<file path="src/rtl/nonoverlap_pkg.sv">
// -----------------------------------------------------------------------------
// nonoverlap_pkg
//   Shared types and defaults for the multi-channel dead-time generator.
//   - dt_state_t     : per-channel FSM state (IDLE follows inputs, DEAD forces low)
//   - DEFAULT_NUM_CH : default number of half-bridge channels
//   - DEFAULT_CNT_W  : default dead-time counter width
// -----------------------------------------------------------------------------
package nonoverlap_pkg;

  localparam int DEFAULT_NUM_CH = 2;
  localparam int DEFAULT_CNT_W  = 5;

  typedef enum logic {
    IDLE = 1'b0,
    DEAD = 1'b1
  } dt_state_t;

endpackage : nonoverlap_pkg

</file>
<file path="src/rtl/nonoverlap_ch.sv">
// -----------------------------------------------------------------------------
// nonoverlap_ch
//   One half-bridge channel of the dead-time generator. Any edge on the
//   high/low command (or a global enable rising edge) opens a dead window in
//   which both gate drives are held low for dtLatched+1 cycles; afterwards the
//   registered outputs follow the commands with one cycle of latency. A
//   command pair with both sides asserted forces both outputs low for that
//   cycle and sets a sticky fault flag.
//
// Ports
//   clk, rst_n  clock, asynchronous active-low reset
//   en          global enable; low forces outputs low and the FSM to IDLE
//   enRise      one-cycle pulse on the enable rising edge (opens a window)
//   dtCfg       dead time, sampled only when a window opens or restarts
//   clrFault    synchronous clear of the sticky fault flag
//   highIn      high-side command
//   lowIn       low-side command
//   highOut     high-side gate drive (registered)
//   lowOut      low-side gate drive (registered)
//   inDead      1 while the channel is in its dead window (registered)
//   fault       sticky shoot-through flag
// -----------------------------------------------------------------------------
module nonoverlap_ch
  import nonoverlap_pkg::*;
#(
  parameter int CNT_W = DEFAULT_CNT_W
) (
  input  logic             clk,
  input  logic             rst_n,
  input  logic             en,
  input  logic             enRise,
  input  logic [CNT_W-1:0] dtCfg,
  input  logic             clrFault,
  input  logic             highIn,
  input  logic             lowIn,
  output logic             highOut,
  output logic             lowOut,
  output logic             inDead,
  output logic             fault
);

  dt_state_t        state;
  dt_state_t        nextState;
  logic [CNT_W-1:0] cnt;
  logic [CNT_W-1:0] nextCnt;
  logic [CNT_W-1:0] dtLatched;
  logic [CNT_W-1:0] nextDt;
  logic             highD;
  logic             lowD;
  logic             chg;
  logic             shoot;
  logic             passOut;

  // An enable rising edge is treated exactly like a command edge so the
  // bridge never turns on without first passing through a dead window.
  assign chg   = (highIn ^ highD) | (lowIn ^ lowD) | enRise;
  assign shoot = highIn & lowIn;

  // NOTE: every signal assigned here gets a default first, so no path leaves
  // it unassigned and no latch is inferred; combinational logic uses '='.
  always_comb begin
    nextState = state;
    nextCnt   = cnt;
    nextDt    = dtLatched;
    passOut   = 1'b0;
    if (!en) begin
      nextState = IDLE;
      nextCnt   = '0;
    end else begin
      unique case (state)
        IDLE: begin
          if (chg) begin
            nextState = DEAD;
            nextCnt   = '0;
            nextDt    = dtCfg;
          end else begin
            passOut = 1'b1;
          end
        end
        DEAD: begin
          if (chg) begin
            // A new edge inside the window restarts it with a fresh dead time.
            nextCnt = '0;
            nextDt  = dtCfg;
          end else if (cnt == dtLatched) begin
            nextState = IDLE;
            passOut   = 1'b1;
          end else begin
            nextCnt = cnt + 1'b1;
          end
        end
        default: begin
          nextState = IDLE;
        end
      endcase
    end
  end

  // NOTE: state is updated with '<=' so every register samples the values
  // from before this edge regardless of statement order.
  // NOTE: all registers here are control state and are asynchronously reset;
  // there is no storage array that would need to be left unreset.
  always_ff @(posedge clk or negedge rst_n) begin
    if (!rst_n) begin
      state     <= IDLE;
      cnt       <= '0;
      dtLatched <= '0;
      highD     <= 1'b0;
      lowD      <= 1'b0;
      highOut   <= 1'b0;
      lowOut    <= 1'b0;
      inDead    <= 1'b0;
      fault     <= 1'b0;
    end else begin
      highD     <= highIn;
      lowD      <= lowIn;
      state     <= nextState;
      cnt       <= nextCnt;
      dtLatched <= nextDt;
      // Shoot-through blocks both drives only for the violating cycle.
      highOut   <= passOut & ~shoot & highIn;
      lowOut    <= passOut & ~shoot & lowIn;
      inDead    <= (nextState == DEAD);
      // A violation wins over a simultaneous clear.
      fault     <= shoot | (fault & ~clrFault);
    end
  end

endmodule : nonoverlap_ch

</file>
<file path="src/rtl/nonoverlap_multi.sv">
// -----------------------------------------------------------------------------
// nonoverlap_multi
//   Multi-channel dead-time (non-overlap) generator for half-bridge gate
//   drives. Sits between the PWM block and the gate-driver pins. Holds the
//   global enable edge detector and fans dead-time configuration and fault
//   clear out to NUM_CH independent channels.
//
// Ports
//   clk, rst_n  clock, asynchronous active-low reset
//   en          global enable; 0 forces all outputs low
//   dt_cfg      dead time: outputs held low dt_cfg+1 cycles per edge
//   clr_fault   synchronous clear of all fault flags
//   highIn      high-side commands, one bit per channel
//   lowIn       low-side commands, one bit per channel
//   highOut     high-side gate drives (registered)
//   lowOut      low-side gate drives (registered)
//   inDead      per-channel dead-window indicator
//   fault       per-channel sticky shoot-through flags
// -----------------------------------------------------------------------------
module nonoverlap_multi
  import nonoverlap_pkg::*;
#(
  parameter int NUM_CH = DEFAULT_NUM_CH,
  parameter int CNT_W  = DEFAULT_CNT_W
) (
  input  logic              clk,
  input  logic              rst_n,
  input  logic              en,
  input  logic [CNT_W-1:0]  dt_cfg,
  input  logic              clr_fault,
  input  logic [NUM_CH-1:0] highIn,
  input  logic [NUM_CH-1:0] lowIn,
  output logic [NUM_CH-1:0] highOut,
  output logic [NUM_CH-1:0] lowOut,
  output logic [NUM_CH-1:0] inDead,
  output logic [NUM_CH-1:0] fault
);

  logic enD;
  logic enRise;

  // enD resets low, so an enable already high when reset releases still
  // produces a rising edge and a mandatory dead window.
  always_ff @(posedge clk or negedge rst_n) begin
    if (!rst_n) begin
      enD <= 1'b0;
    end else begin
      enD <= en;
    end
  end

  assign enRise = en & ~enD;

  for (genvar ch = 0; ch < NUM_CH; ch++) begin : gCh
    nonoverlap_ch #(
      .CNT_W (CNT_W)
    ) uCh (
      .clk      (clk),
      .rst_n    (rst_n),
      .en       (en),
      .enRise   (enRise),
      .dtCfg    (dt_cfg),
      .clrFault (clr_fault),
      .highIn   (highIn[ch]),
      .lowIn    (lowIn[ch]),
      .highOut  (highOut[ch]),
      .lowOut   (lowOut[ch]),
      .inDead   (inDead[ch]),
      .fault    (fault[ch])
    );
  end

endmodule : nonoverlap_multi

</file>
<file path="config.mk">
export PLATFORM = sky130hd
export DESIGN_NAME = nonoverlap_multi
export DESIGN_NICKNAME = d
export VERILOG_FILES = /design/src/rtl/nonoverlap_pkg.sv /design/src/rtl/nonoverlap_ch.sv /design/src/rtl/nonoverlap_multi.sv
export SDC_FILE = /design/constraint.sdc
export NUM_CORES = 1
export LEC_CHECK = 0
export ABC_AREA = 1
export CAP_MARGIN = 10
export CORE_ASPECT_RATIO = 1.25
export CORE_MARGIN = 2
export CORE_UTILIZATION = 59
export DETAILED_ROUTE_END_ITERATION = 8
export PLACE_DENSITY = 0.94
export SKIP_CTS_REPAIR_TIMING = 1
export SYNTH_ARGS = -nofsm -noshare
export SYNTH_HDL_FRONTEND = slang
export SYNTH_SLANG_ARGS = --single-unit
export TNS_END_PERCENT = 1
</file>
<file path="constraint.sdc">
create_clock -name clk -period 2.7 [get_ports clk]
set_input_delay 0.27 -clock clk [delete_from_list [all_inputs] [get_ports clk]]
set_output_delay 0.27 -clock clk [all_outputs]
set_load 0.1 [all_outputs]
</file>
After elaboration in Yosys (flattened, before gate mapping):

Cells that the tools add are included.

* register bits: 33
* input port bits: 13
* output and inout bits: 8
* logic and storage cells: 88

* add/subtract/negate cells: 2
* equal/unequal tests: 6
* multiplexer cells: 32
* bitwise gates (word level): 27
* reductions and logical operators: 4

Operators with widths (count)
* $mux W5: 10
* $pmux W5 S2: 2
* $mux W1: 16
* $and A1 B1 Y1: 11
* $add A5 B1 Y5 const B: 2
* $eq A5 B5 Y1: 2
* $ne A4 B4 Y1 const B: 2
* $pmux W1 S2: 4
* $reduce_and A2 Y1: 4
* $ne A3 B2 Y1 const B: 2
* $not A1 Y1: 6
* $or A1 B1 Y1: 6
* $xor A1 B1 Y1: 4

Logic depth before layout (Yosys ltp):

* word-level depth: 8
* mapped depth: 9
* mapped depth without buffers: 9

By module:

Synthesis repeated with hierarchy kept, for this count alone.

* cells, all modules: 209
* area total of the unflattened synthesis: 1804.2 um^2

Modules (own cells, without submodules)
* nonoverlap_ch: times used 2, cells each 103, area each 884.6 um^2, seq. area each 400.4 um^2
* nonoverlap_multi: times used 1, cells each 3, area each 35.0 um^2, seq. area each 25.0 um^2

Least setup slack after synthesis:

No wires, ideal clock.

* kind: reg-to-reg
* from: register gCh[0].uCh.cnt[0]
* to: register gCh[0].uCh.cnt[4]
* setup time: 0.117 ns
* data arrival time: 1.053 ns
* data required time: 2.583 ns
* path slack: 1.530 ns
* stages on the path, launching flop included: 7
* path buffers: 0
* period minus slack after synthesis: 1.170 ns
* cells stage by stage: dfrtp_1 ha_1 nand3_1 xor2_1 nor3_2 nand2_1 nand2_1

* word-level cells in the longest chain between the ends: 5
* elaborated cells between the ends (all ways): 8
* those cells by class: add/sub: 1; eq/ne: 2; mux: 4; reduce/logical: 1

RTL lines
* start, declared: line nonoverlap_ch.sv:44 `logic [CNT_W-1:0] cnt;`
* start signal, assigned: line nonoverlap_ch.sv:118 `cnt <= nextCnt;`
* $add A5 B1 Y5: line nonoverlap_ch.sv:89 `nextCnt = cnt + 1'b1;`
* $mux W5: line nonoverlap_ch.sv:85 `end else if (cnt == dtLatched) begin`
* $mux W5: line nonoverlap_ch.sv:81 `if (chg) begin`
* $pmux W5 S2: line nonoverlap_ch.sv:70 `unique case (state)`
* $mux W5: line nonoverlap_ch.sv:66 `if (!en) begin`

Several ways; a longest one is shown, not always the timed one. The select of a mux whose other input is x is not followed.
A chain may end at the register's enable or synchronous reset.

Final worst setup path:

* from: input port en
* to: register gCh[1].uCh.cnt[3]

* word-level cells in the longest chain between the ends: 5
* elaborated cells between the ends (all ways): 8
* those cells by class: eq/ne: 2; mux: 3; bitwise: 2; reduce/logical: 1

RTL lines
* start, declared: line nonoverlap_multi.sv:28 `input logic en,`
* $and A1 B1 Y1: line nonoverlap_multi.sv:52 `assign enRise = en & ~enD;`
* $or A1 B1 Y1: line nonoverlap_ch.sv:56 `assign chg = (highIn ^ highD) | (lowIn ^ lowD) | enRise;`
* $mux W5: line nonoverlap_ch.sv:81
* $pmux W5 S2: line nonoverlap_ch.sv:70
* $mux W5: line nonoverlap_ch.sv:66
* end signal, assigned: line nonoverlap_ch.sv:118
* end, declared: line nonoverlap_ch.sv:44

Several ways; a longest one is shown, not always the timed one.

==> impl_metrics.py <==
metrics = {
    "sta": {
        "fin_setup_tns_ps": 0,
        "rsz0062_at_grt": "false",
        "setup_viol": 0,
        "max_slew_margin_pct": 67.5,
        "drv_slew": 0,
        "fin_crit_sh_pct": 56.5,
        "fin_skew_ps": 6.42,
        "tightestPinTransition_ps": 487,
        "timing.final.hold_violations": 0,
        "max_clock_freq_mhz": 655,
        "timing.hold.ws_ps": 311,
        "min_period_ps": 1530,
    },
    "grt": {
        "antenna_found_initial": 0,
        "grt_pass1_wl_um": 5870,
        "grt-ovfl-total": 0,
        "grt_max_degree": 34,
        "grt_pass1_vias": 1367,
        "track_usage_pct": 23.8,
    },
    "die": {
        "start_util_pct": 61.8,
        "rows": 22,
        "core_um2": 2920,
        "dieArea_um2": 3520,
        "ios": 21,
        "die_w_um": 53.5,
        "die_h_um": 65.8,
    },
    "worst_setup_path": {
        "crit_fanout": 11,
        "critical_path_required_ps": 2990,
        "cpMostUsedCell": "nand2_1",
        "reg2reg_slack_ps": 1270,
        "worstPathArrival_ps": 1820,
        "crit_path_end_kind": "flop",
        "slowest_delay_ps": 650,
        "slowest_stage": "clkdlybuf4s50_1",
        "cp_cell_sequence": "clkdlybuf4s50_1 > nand2_4 > nand3_4 > nor2_8 > nand2_2 > nor3_1 > nand2_1 > nand2_1",
        "worst-setup-path-type": "input port to flop",
        "startpoint_type": "input port",
    },
    "route": {
        "vias": 1375,
        "wl_per_cell_um": 13.1,
        "drc": 0,
        "drtIter0Drc": 50,
        "ant_nets": 0,
        "finalWirelength_um": 3480,
        "first_pass_iters": 4,
        "via_per_inst": 5.19,
    },
    "placed_design": {
        "hpwlAfterDp_um": 2560,
        "dp.cells": 257,
        "place.port_buffers": 20,
        "postPlaceCellArea_um2": 1960,
        "gp_congestion": 0.769,
    },
    "layout": {
        "fin_util_pct": 70.2,
        "antenna_cells": 0,
        "fin_cells": 265,
        "syn_to_final_growth_pct": 13.6,
        "nNetsFinal": 243,
        "drive_gt1_share_pct": 17.0,
        "final_area_um2": 2050,
    },
    "clock_tree": {
        "ctsHtreeMaxLevel": 2,
        "cts_buffers": 5,
        "clk_path_buf_depth": 2,
        "cts-root-buf": "clkbuf_4",
        "cts_tree": "built",
        "clk_pin_slew_ps": 100,
        "insertion_delay_ps": 350,
        "cts.sink_count": 33,
    },
    "pwr": {
        "seqPwrFrac_pct": 47.2,
        "p_int_mw": 0.818,
        "sw_frac_of_total_pct": 30.1,
        "p_clk_share_pct": 33.6,
        "power_frac_comb_pct": 19.2,
        "p_leak_nw": 1.03,
        "power.density_nw_per_um2": 571,
        "ir_worst_vdd_mv": 0.417,
        "p_sw_mw": 0.352,
    },
    "logic_synthesis": {
        "ys_seq_elements": 33,
        "syn-instance-count": 210,
        "synth_fp_nets": 225,
        "yosysSeqAreaShare_pct": 45.8,
        "yosys_warnings": 0,
        "avgSynthCellArea_um2": 8.59,
        "synth_cell_types": 26,
        "synth_area_um2": 1800,
    },
    "min_path": {
        "hp-class": "input port to asynchronous set/reset pin",
    },
    "outcome": {
        "status": "finished clean",
    },
    "run": {
        "cap_viol_max_count": 0,
    },
}
==> power by group through the flow <==
stage | Combinational (mW) | Sequential, mW | Clock, mW
finish | 0.225 | 0.552 | 0.393
global route | 0.247 | 0.557 | 0.420
CTS | 0.227 | 0.552 | 0.396
detailed placement | 0.225 | 0.561 | 0
global placement | 0.217 | 0.560 | 0
floorplan | 0.173 | 0.556 | 0
==> layer usage <==
layer	vias to the layer above	part of all wire, %	GRT usage (%)
li1	694	-	-
met1	642	40	25.9
met2	27	53	40.1
met3	12	2.5	4.75
met4	0	4.1	16.7
met5	-	0	0
==> flip-flops by register name, indices dropped and copies added, names as in the netlist <==
| signal | count |
|---|---|
| gCh.uCh.cnt | 10 |
| gCh.uCh.dtLatched | 10 |
| gCh.uCh.fault | 2 |
| gCh.uCh.highD | 2 |
| gCh.uCh.highOut | 2 |
| gCh.uCh.inDead | 2 |
| gCh.uCh.lowD | 2 |
| gCh.uCh.lowOut | 2 |
| enD | 1 |
==> through the flow <==
stage | power, mW | setup slack [ps]
2_1_floorplan | 0.729 | 1530
3_3_place_gp | 0.778 | 888
3_5_place_dp | 0.787 | 835
4_1_cts | 1.17 | 1190
5_1_grt | 1.22 | 1070
6_report | 1.17 | 1170
==> kinds of logic (layout without fill, tap and decap cells) <==
kind of cell	Yosys count	count (layout)	synth area share (%)
adders and majority gates	2	2	1.39
and+or+nand+nor	109	109	31.8
DFF	33	33	45.8
AOI/OAI and AO/OA	16	16	4.85
xor gates and xnor gates	10	10	5.69
buffers and inverters	40	59	10.5
==> worst max-delay path: cells and delay by family <==
family | cells | cell delay, ps
buffers and inverters | 1 | 650
and+or+nand+nor | 7 | 880
==> synthesized netlist by cell type (all sizes together) <==
| library cell | n | area [um2] |
|---|---|---|
| a21oi | 2 | 10.0 |
| nand2 | 61 | 246 |
| o21ai | 14 | 77.6 |
| xor2 | 6 | 67.6 |
| nand4 | 12 | 75.1 |
| xnor2 | 4 | 35.0 |
| dfrtp | 33 | 826 |
| ha | 2 | 25.0 |
| nand3 | 12 | 95.1 |
| buf | 10 | 76.3 |
| inv | 29 | 109 |
| nor3 | 8 | 65.1 |
| clkbuf | 1 | 3.75 |
| nor2 | 16 | 92.6 |
==> worst paths after layout <==
kind / start / endpoint / cells past startpoint
min: rst_n / gCh[1].uCh.dtLatched[0]$_DFFE_PN0P_ / 2
max: en / gCh[1].uCh.cnt[3]$_DFFE_PN0P_ / 8
max reg2reg: gCh[0].uCh.cnt[1]$_DFFE_PN0P_ / gCh[0].uCh.cnt[3]$_DFFE_PN0P_ / 8
min in group clk: lowIn[1] / gCh[1].uCh.lowD$_DFF_PN0_ / 1
max in group asynchronous: rst_n / gCh[1].uCh.dtLatched[1]$_DFFE_PN0P_ / 2
min reg2reg: gCh[0].uCh.dtLatched[3]$_DFFE_PN0P_ / gCh[0].uCh.dtLatched[3]$_DFFE_PN0P_ / 2
==> area by class of cell <==
class / instances / area, um2
Clock inverter: 1 / 30.0
Multi-Input combinational cell: 137 / 790
Sequential cell: 33 / 826
Inverter: 29 / 109
Timing Repair Buffer: 22 / 195
Clock buffer: 7 / 55.1
Fill cell: 223 / 868
Tap cell: 36 / 45.0
==> cells in the final DEF (no fill, tap or decap), types with 5 or more instances in the layout <==
master / n
buf_4: 10
clkbuf_4: 5
clkdlybuf4s50_1: 12
dfrtp_1: 33
inv_1: 27
nand2_1: 56
nand3_1: 8
nand4_1: 12
nor2_1: 14
nor3_2: 5
o21ai_1: 10
Power figures use the tool's default switching activity.
